[src/rtl/lsu_pkg.sv]
// Shared types and widths for the load/store unit.
package lsu_pkg;

    localparam int unsigned ADDR_W = 8;
    localparam int unsigned DATA_W = 16;
    localparam int unsigned BYTE_W = 8;

    typedef enum logic [2:0] {
        IDLE,
        READ,
        CAPTURE,
        WRITE,
        ERROR
    } lsu_state_e;

    // Latched request attributes; address is the full byte address (word index + lane).
    typedef struct packed {
        logic            store;
        logic            is_byte;
        logic            sext;
        logic [ADDR_W:0] addr;
    } lsu_req_t;

endpackage

[src/rtl/lsu_byte_lane.sv]
// Byte-lane extract/extend for loads and lane merge for byte stores.
module lsu_byte_lane
    import lsu_pkg::*;
(
    input  logic [DATA_W-1:0] rdata_i,
    input  logic              lane_i,
    input  logic              is_byte_i,
    input  logic              sext_i,
    input  logic [BYTE_W-1:0] wbyte_i,
    output logic [DATA_W-1:0] load_data_o,
    output logic [DATA_W-1:0] merged_o
);

    logic [BYTE_W-1:0] lane_byte;
    logic              fill;

    always_comb begin
        lane_byte   = lane_i ? rdata_i[DATA_W-1:BYTE_W] : rdata_i[BYTE_W-1:0];
        fill        = sext_i & lane_byte[BYTE_W-1];
        load_data_o = is_byte_i ? {{(DATA_W-BYTE_W){fill}}, lane_byte} : rdata_i;
        merged_o    = lane_i ? {wbyte_i, rdata_i[BYTE_W-1:0]}
                             : {rdata_i[DATA_W-1:BYTE_W], wbyte_i};
    end

endmodule

[src/rtl/load_store_unit.sv]
// Single-outstanding load/store unit with byte read-modify-write and global stall.
module load_store_unit
    import lsu_pkg::*;
(
    input  logic              clk,
    input  logic              rstn,
    input  logic              suspend_cpu,
    input  logic              req_valid,
    output logic              req_ready,
    input  logic              req_store,
    input  logic              req_byte,
    input  logic              req_signed,
    input  logic [ADDR_W:0]   req_addr,
    input  logic [DATA_W-1:0] req_wdata,
    output logic              resp_valid,
    output logic [DATA_W-1:0] resp_data,
    output logic              resp_err,
    output logic [ADDR_W-1:0] data_memory_address,
    output logic [DATA_W-1:0] data_memory_write,
    output logic              data_memory_write_en,
    output logic              data_memory_read_en,
    input  logic [DATA_W-1:0] data_memory_read
);

    lsu_state_e        state_q, state_d;
    lsu_req_t          req_q, req_d;
    logic [DATA_W-1:0] wdata_q, wdata_d;
    logic [DATA_W-1:0] resp_data_q, resp_data_d;
    logic              resp_valid_q, resp_valid_d;
    logic              resp_err_q, resp_err_d;
    logic              rd_en_q, rd_en_d;
    logic              wr_en_q, wr_en_d;
    logic              ready_q, ready_d;
    logic [DATA_W-1:0] load_data, merged;

    lsu_byte_lane u_lane (
        .rdata_i    (data_memory_read),
        .lane_i     (req_q.addr[0]),
        .is_byte_i  (req_q.is_byte),
        .sext_i     (req_q.sext),
        .wbyte_i    (wdata_q[BYTE_W-1:0]),
        .load_data_o(load_data),
        .merged_o   (merged)
    );

    always_ff @(posedge clk or negedge rstn) begin
        if (!rstn) state_q <= IDLE;
        else       state_q <= state_d;
    end

    // Next state and register updates; a stalled edge leaves everything as it was.
    always_comb begin
        state_d      = state_q;
        req_d        = req_q;
        wdata_d      = wdata_q;
        resp_data_d  = resp_data_q;
        resp_valid_d = 1'b0;
        resp_err_d   = 1'b0;
        if (suspend_cpu) begin
            resp_valid_d = resp_valid_q;
            resp_err_d   = resp_err_q;
        end else begin
            case (state_q)
                IDLE: begin
                    if (req_valid) begin
                        req_d   = '{store: req_store, is_byte: req_byte,
                                    sext: req_signed, addr: req_addr};
                        wdata_d = req_wdata;
                        if (!req_byte && req_addr[0])  state_d = ERROR;
                        else if (req_store && !req_byte) state_d = WRITE;
                        else                           state_d = READ;
                    end
                end
                READ: state_d = CAPTURE;
                CAPTURE: begin
                    if (req_q.store) begin
                        wdata_d = merged;
                        state_d = WRITE;
                    end else begin
                        resp_valid_d = 1'b1;
                        resp_data_d  = load_data;
                        state_d      = IDLE;
                    end
                end
                WRITE: begin
                    resp_valid_d = 1'b1;
                    resp_data_d  = '0;
                    state_d      = IDLE;
                end
                ERROR: begin
                    resp_valid_d = 1'b1;
                    resp_err_d   = 1'b1;
                    resp_data_d  = '0;
                    state_d      = IDLE;
                end
                default: state_d = IDLE;
            endcase
        end
        rd_en_d = (state_d == READ);
        wr_en_d = (state_d == WRITE);
        ready_d = (state_d == IDLE);
    end

    always_ff @(posedge clk or negedge rstn) begin
        if (!rstn) begin
            req_q        <= '0;
            wdata_q      <= '0;
            resp_data_q  <= '0;
            resp_valid_q <= 1'b0;
            resp_err_q   <= 1'b0;
            rd_en_q      <= 1'b0;
            wr_en_q      <= 1'b0;
            ready_q      <= 1'b1;
        end else begin
            req_q        <= req_d;
            wdata_q      <= wdata_d;
            resp_data_q  <= resp_data_d;
            resp_valid_q <= resp_valid_d;
            resp_err_q   <= resp_err_d;
            rd_en_q      <= rd_en_d;
            wr_en_q      <= wr_en_d;
            ready_q      <= ready_d;
        end
    end

    assign req_ready            = ready_q;
    assign resp_valid           = resp_valid_q;
    assign resp_err             = resp_err_q;
    assign resp_data            = resp_data_q;
    assign data_memory_address  = req_q.addr[ADDR_W:1];
    assign data_memory_write    = wdata_q;
    assign data_memory_read_en  = rd_en_q;
    assign data_memory_write_en = wr_en_q;

endmodule

[config.mk]
export PLATFORM = sky130hd
export DESIGN_NAME = load_store_unit
export DESIGN_NICKNAME = d
export VERILOG_FILES = /design/src/rtl/lsu_pkg.sv /design/src/rtl/lsu_byte_lane.sv /design/src/rtl/load_store_unit.sv
export SDC_FILE = /design/constraint.sdc
export NUM_CORES = 1
export LEC_CHECK = 0
export CORE_AREA = 4 4 103 66
export CTS_CLUSTER_DIAMETER = 60
export CTS_CLUSTER_SIZE = 30
export DETAILED_ROUTE_END_ITERATION = 8
export DIE_AREA = 0 0 107 70
export GPL_TIMING_DRIVEN = 0
export PLACE_DENSITY = 0.87
export SLEW_MARGIN = 20
export SYNTH_ARGS = -nofsm -noshare
export SYNTH_HDL_FRONTEND = slang
export SYNTH_SLANG_ARGS = --single-unit
[constraint.sdc]
create_clock -name clk -period 1.94 [get_ports clk]
set_input_delay 0.388 -clock clk [delete_from_list [all_inputs] [get_ports clk]]
set_output_delay 0.388 -clock clk [all_outputs]
set_load 0.01 [all_outputs]
==> out/summary.txt <==
Adder-Cell Fraction of Synth Area - 0%
main combinational cell family by area after synthesis - compound AO/OA/AOI/OAI gates
crit-path cells - buf_4, nor3_2, o21ai_2, a21oi_2, a2bb2oi_1
unrepaired setup endpoints after global routing - true
# clock sinks - 52
DP Wirelength - 5239 um
asr flop ratio synth - 100.0%
first-pass GRT wire length - 10950 um
Worst EP arrival - 2.05 ns
Num CTS Buffers - 5
vias post-DR - 2131
antenna viol nets, final - 0
worst hold slack - 0.09461 ns
CP endpoint kind - flip-flop
Crit Reg-Reg Endpoint - data_memory_write[1]$_DFFE_PN0P_
Worst Path Class, Setup - flip-flop to flip-flop
Post-Synth Simple-Gate Area - 9.491%
Synth Area in Compound Gates - 19.33%
post-synthesis mux area share - 12.90%
sw power - 1.857 mW
leading area contributor after synthesis - dfrtp_1
first-pass iteration count of the detailed router - 6
NumNets Final - 372
clk_lat worst skew - 0.31 ns
Top Ports - 93
full die area - 7490 um2
Rel. slew slack - 57.47%
status - complete, no violations
width of the die - 107 um
Port Buffers - 91
startpoint types - flip-flop
antenna fix cells - 0
part of the cycle the worst path needs - 94.14%
aggregate negative setup slack - 0 ns
Slew @ Worst Pin - 0.6379 ns
combinational power share - 52.5%
overflow left after global routing - 0
Initial Utilization - 42.97%
CP Buf/Inv Count - 1
Critical-path top delay cell - a21oi_2
Die Y - 70 um
Final Skew - 0.01355 ns
Slew Viols, Final - 0
Clock Tree Buf Depth - 2
library cells used by synthesis - 38
Sequential Power Share - 35.0%
final setup violation count - 0
layout cells sized above 1 - 14.46%
Post-synth EDFFs - 0
most frequent cell after synthesis - dfrtp_1
worst r2r path cells - 5
top post-synthesis cells by area - dfrtp_1, mux2i_1, mux2_2
Hold Vio Cnt, Final - 0
Pint - 3.372 mW
largest net degree at the start of global routing - 53
WP data required - 2.16 ns
H-tree lvl count - 2
CP Max Fanout - 8
CP max stage delay - 0.39 ns
Switching Share - 35.52%
routed vias/inst - 5.210
final wirelength - 6918 um
# rows - 22
Post-CTS Repair Setup Buffers - 0
DRC - 0
total global-route track usage - 18.64%
DR WL/cell - 16.91 um
Iteration-0 DRC Markers - 110
most frequent cells after synthesis - dfrtp_1, o21ai_0, nand2_1
Util after Layout - 61.89%
f_max - 547.5 MHz
Syn Inst Count - 226
Ys Warns - 0
max cap viols - 0
PwrDens - 1434 nW/um2
delay-heaviest family, CP - compound AO/OA/AOI/OAI gates
worst hold path type - primary input to asynchronous set/reset pin
flop and latch count out of synthesis - 52
core area - 5891 um2
top-area cell type share of the netlist area - 50.42%
xor/xnor cell area share of the yosys netlist - 0%
Main synth FF type - dfrtp_1
Leakage Power - 1.547 nW
reg2reg start - state_q[2]$_DFF_PN0_
CTS tree - yes
area delta synth->final - 44.04%
Max rail drop VDD - 0.7350 mV
Clock Power Share - 12.5%
filler cell count - 509
total placed instance area - 3545 um2
Min Clock Period, post-route - 1.826 ns
Mapped Nets - 274
R2R Setup Slk - 0.11 ns
register area share after synthesis - 51.46%
initial antenna violation count - 0
Reg clk slew, reported paths - 0.09 ns
GP Congestion - 0.8594
Netlist Area Pre-Place - 2531 um2
final instance area - 3646 um2
root buf cell - clkbuf_8
vias in the first global route - 2191
Avg Inst Size Synth - 11.20 um2
-- flip-flops by register name (all words and copies together) (netlist names) --
name / cells
data_memory_address: 8
data_memory_read_en: 1
data_memory_write: 16
data_memory_write_en: 1
req_q: 4
req_ready: 1
resp_data: 16
resp_err: 1
resp_valid: 1
state_q: 3
-- metal layers --
metal	up-vias	routed length, um	track usage, %	share of wire, %
li1	1004	-	-	-
met1	1038	2996	24.53	43
met2	81	3313	29.29	48
met3	8	536	5.817	7.7
met4	0	72	6.099	1.0
met5	-	0	0	0
-- placed cells by master (no fill, tap or decap), types with 2 or more instances in the layout --
cell type        count
nand2b_1             3
nand4b_1             2
buf_4               11
o21ai_0             27
dfrtp_1             51
o31ai_4              2
buf_2                3
nor3_1               2
a2bb2oi_1            8
nor2_1              10
buf_6                3
inv_1                6
o2bb2ai_1            8
o31ai_1              6
nand2_1             20
clkdlybuf4s50_1     90
mux2i_1             18
nor3b_4              2
clkbuf_8             6
clkbuf_1             8
mux2_2              13
o22ai_1              8
-- metrics by stage --
stage / setup WS, ns / power, mW / cells
floorplan: 0.3484 / 3.298 / 226
global placement: -1.023 / 4.511 / 401
detailed placement: -0.3179 / 4.580 / 401
global route: -0.009985 / 5.552 / 409
finish: 0.1136 / 5.229 / 409
CTS: 0.1188 / 5.237 / 409
-- cell families after synthesis --
family / after synthesis
compound gates: 68
buf+inv: 29
flops: 52
mux: 31
simple gates: 46
-- how the worst max path moves through the flow --
stage / start / endpoint / slack [ns] / cells after the start
2_1_floorplan: state_q[1]$_DFF_PN0_ / resp_data[0]$_DFFE_PN0P_ / 0.35 / 7
3_3_place_gp: rstn / data_memory_write[14]$_DFFE_PN0P_ / -1.02 / 1
3_5_place_dp: req_valid / data_memory_write[15]$_DFFE_PN0P_ / -0.32 / 5
4_1_cts: state_q[2]$_DFF_PN0_ / data_memory_write[13]$_DFFE_PN0P_ / 0.12 / 6
5_1_grt: state_q[2]$_DFF_PN0_ / data_memory_write[1]$_DFFE_PN0P_ / -0.01 / 5
6_report: state_q[2]$_DFF_PN0_ / data_memory_write[1]$_DFFE_PN0P_ / 0.11 / 5
-- what timing repair did --
action | CTS | global route
hold buffers | 0 | 0
endpoints found under the setup margin | 3 | 15
resized for setup | 1 | 3
gates cloned | 0 | 0
-- worst register-to-register path, stage by stage, from the launching register on --
cell and delay, ns:
dfrtp_1 0.38, buf_4 0.16, nor3_2 0.36, o21ai_2 0.23, a21oi_2 0.39, a2bb2oi_1 0.21
-- final cells by class --
type	instances	area, um2	area share, %
Tap cell	84	105.1	2.883
Timing Repair Buffer	91	908.4	24.91
Clock buffer	8	90.09	2.471
Sequential cell	52	1303	35.72
Inverter	6	22.52	0.6177
Multi-Input combinational cell	145	1066	29.24
Buffer	23	151.4	4.152
-- power groups by stage --
stage               clock (mW)  combinational (mW)  sequential (mW)
floorplan                    0                1.33             1.96
global placement             0                2.68             1.83
detailed placement           0                2.73             1.85
CTS                      0.655                2.75             1.83
global route             0.706                2.96             1.89
finish                   0.652                2.74             1.83
(Power assumes the default switching activity.)
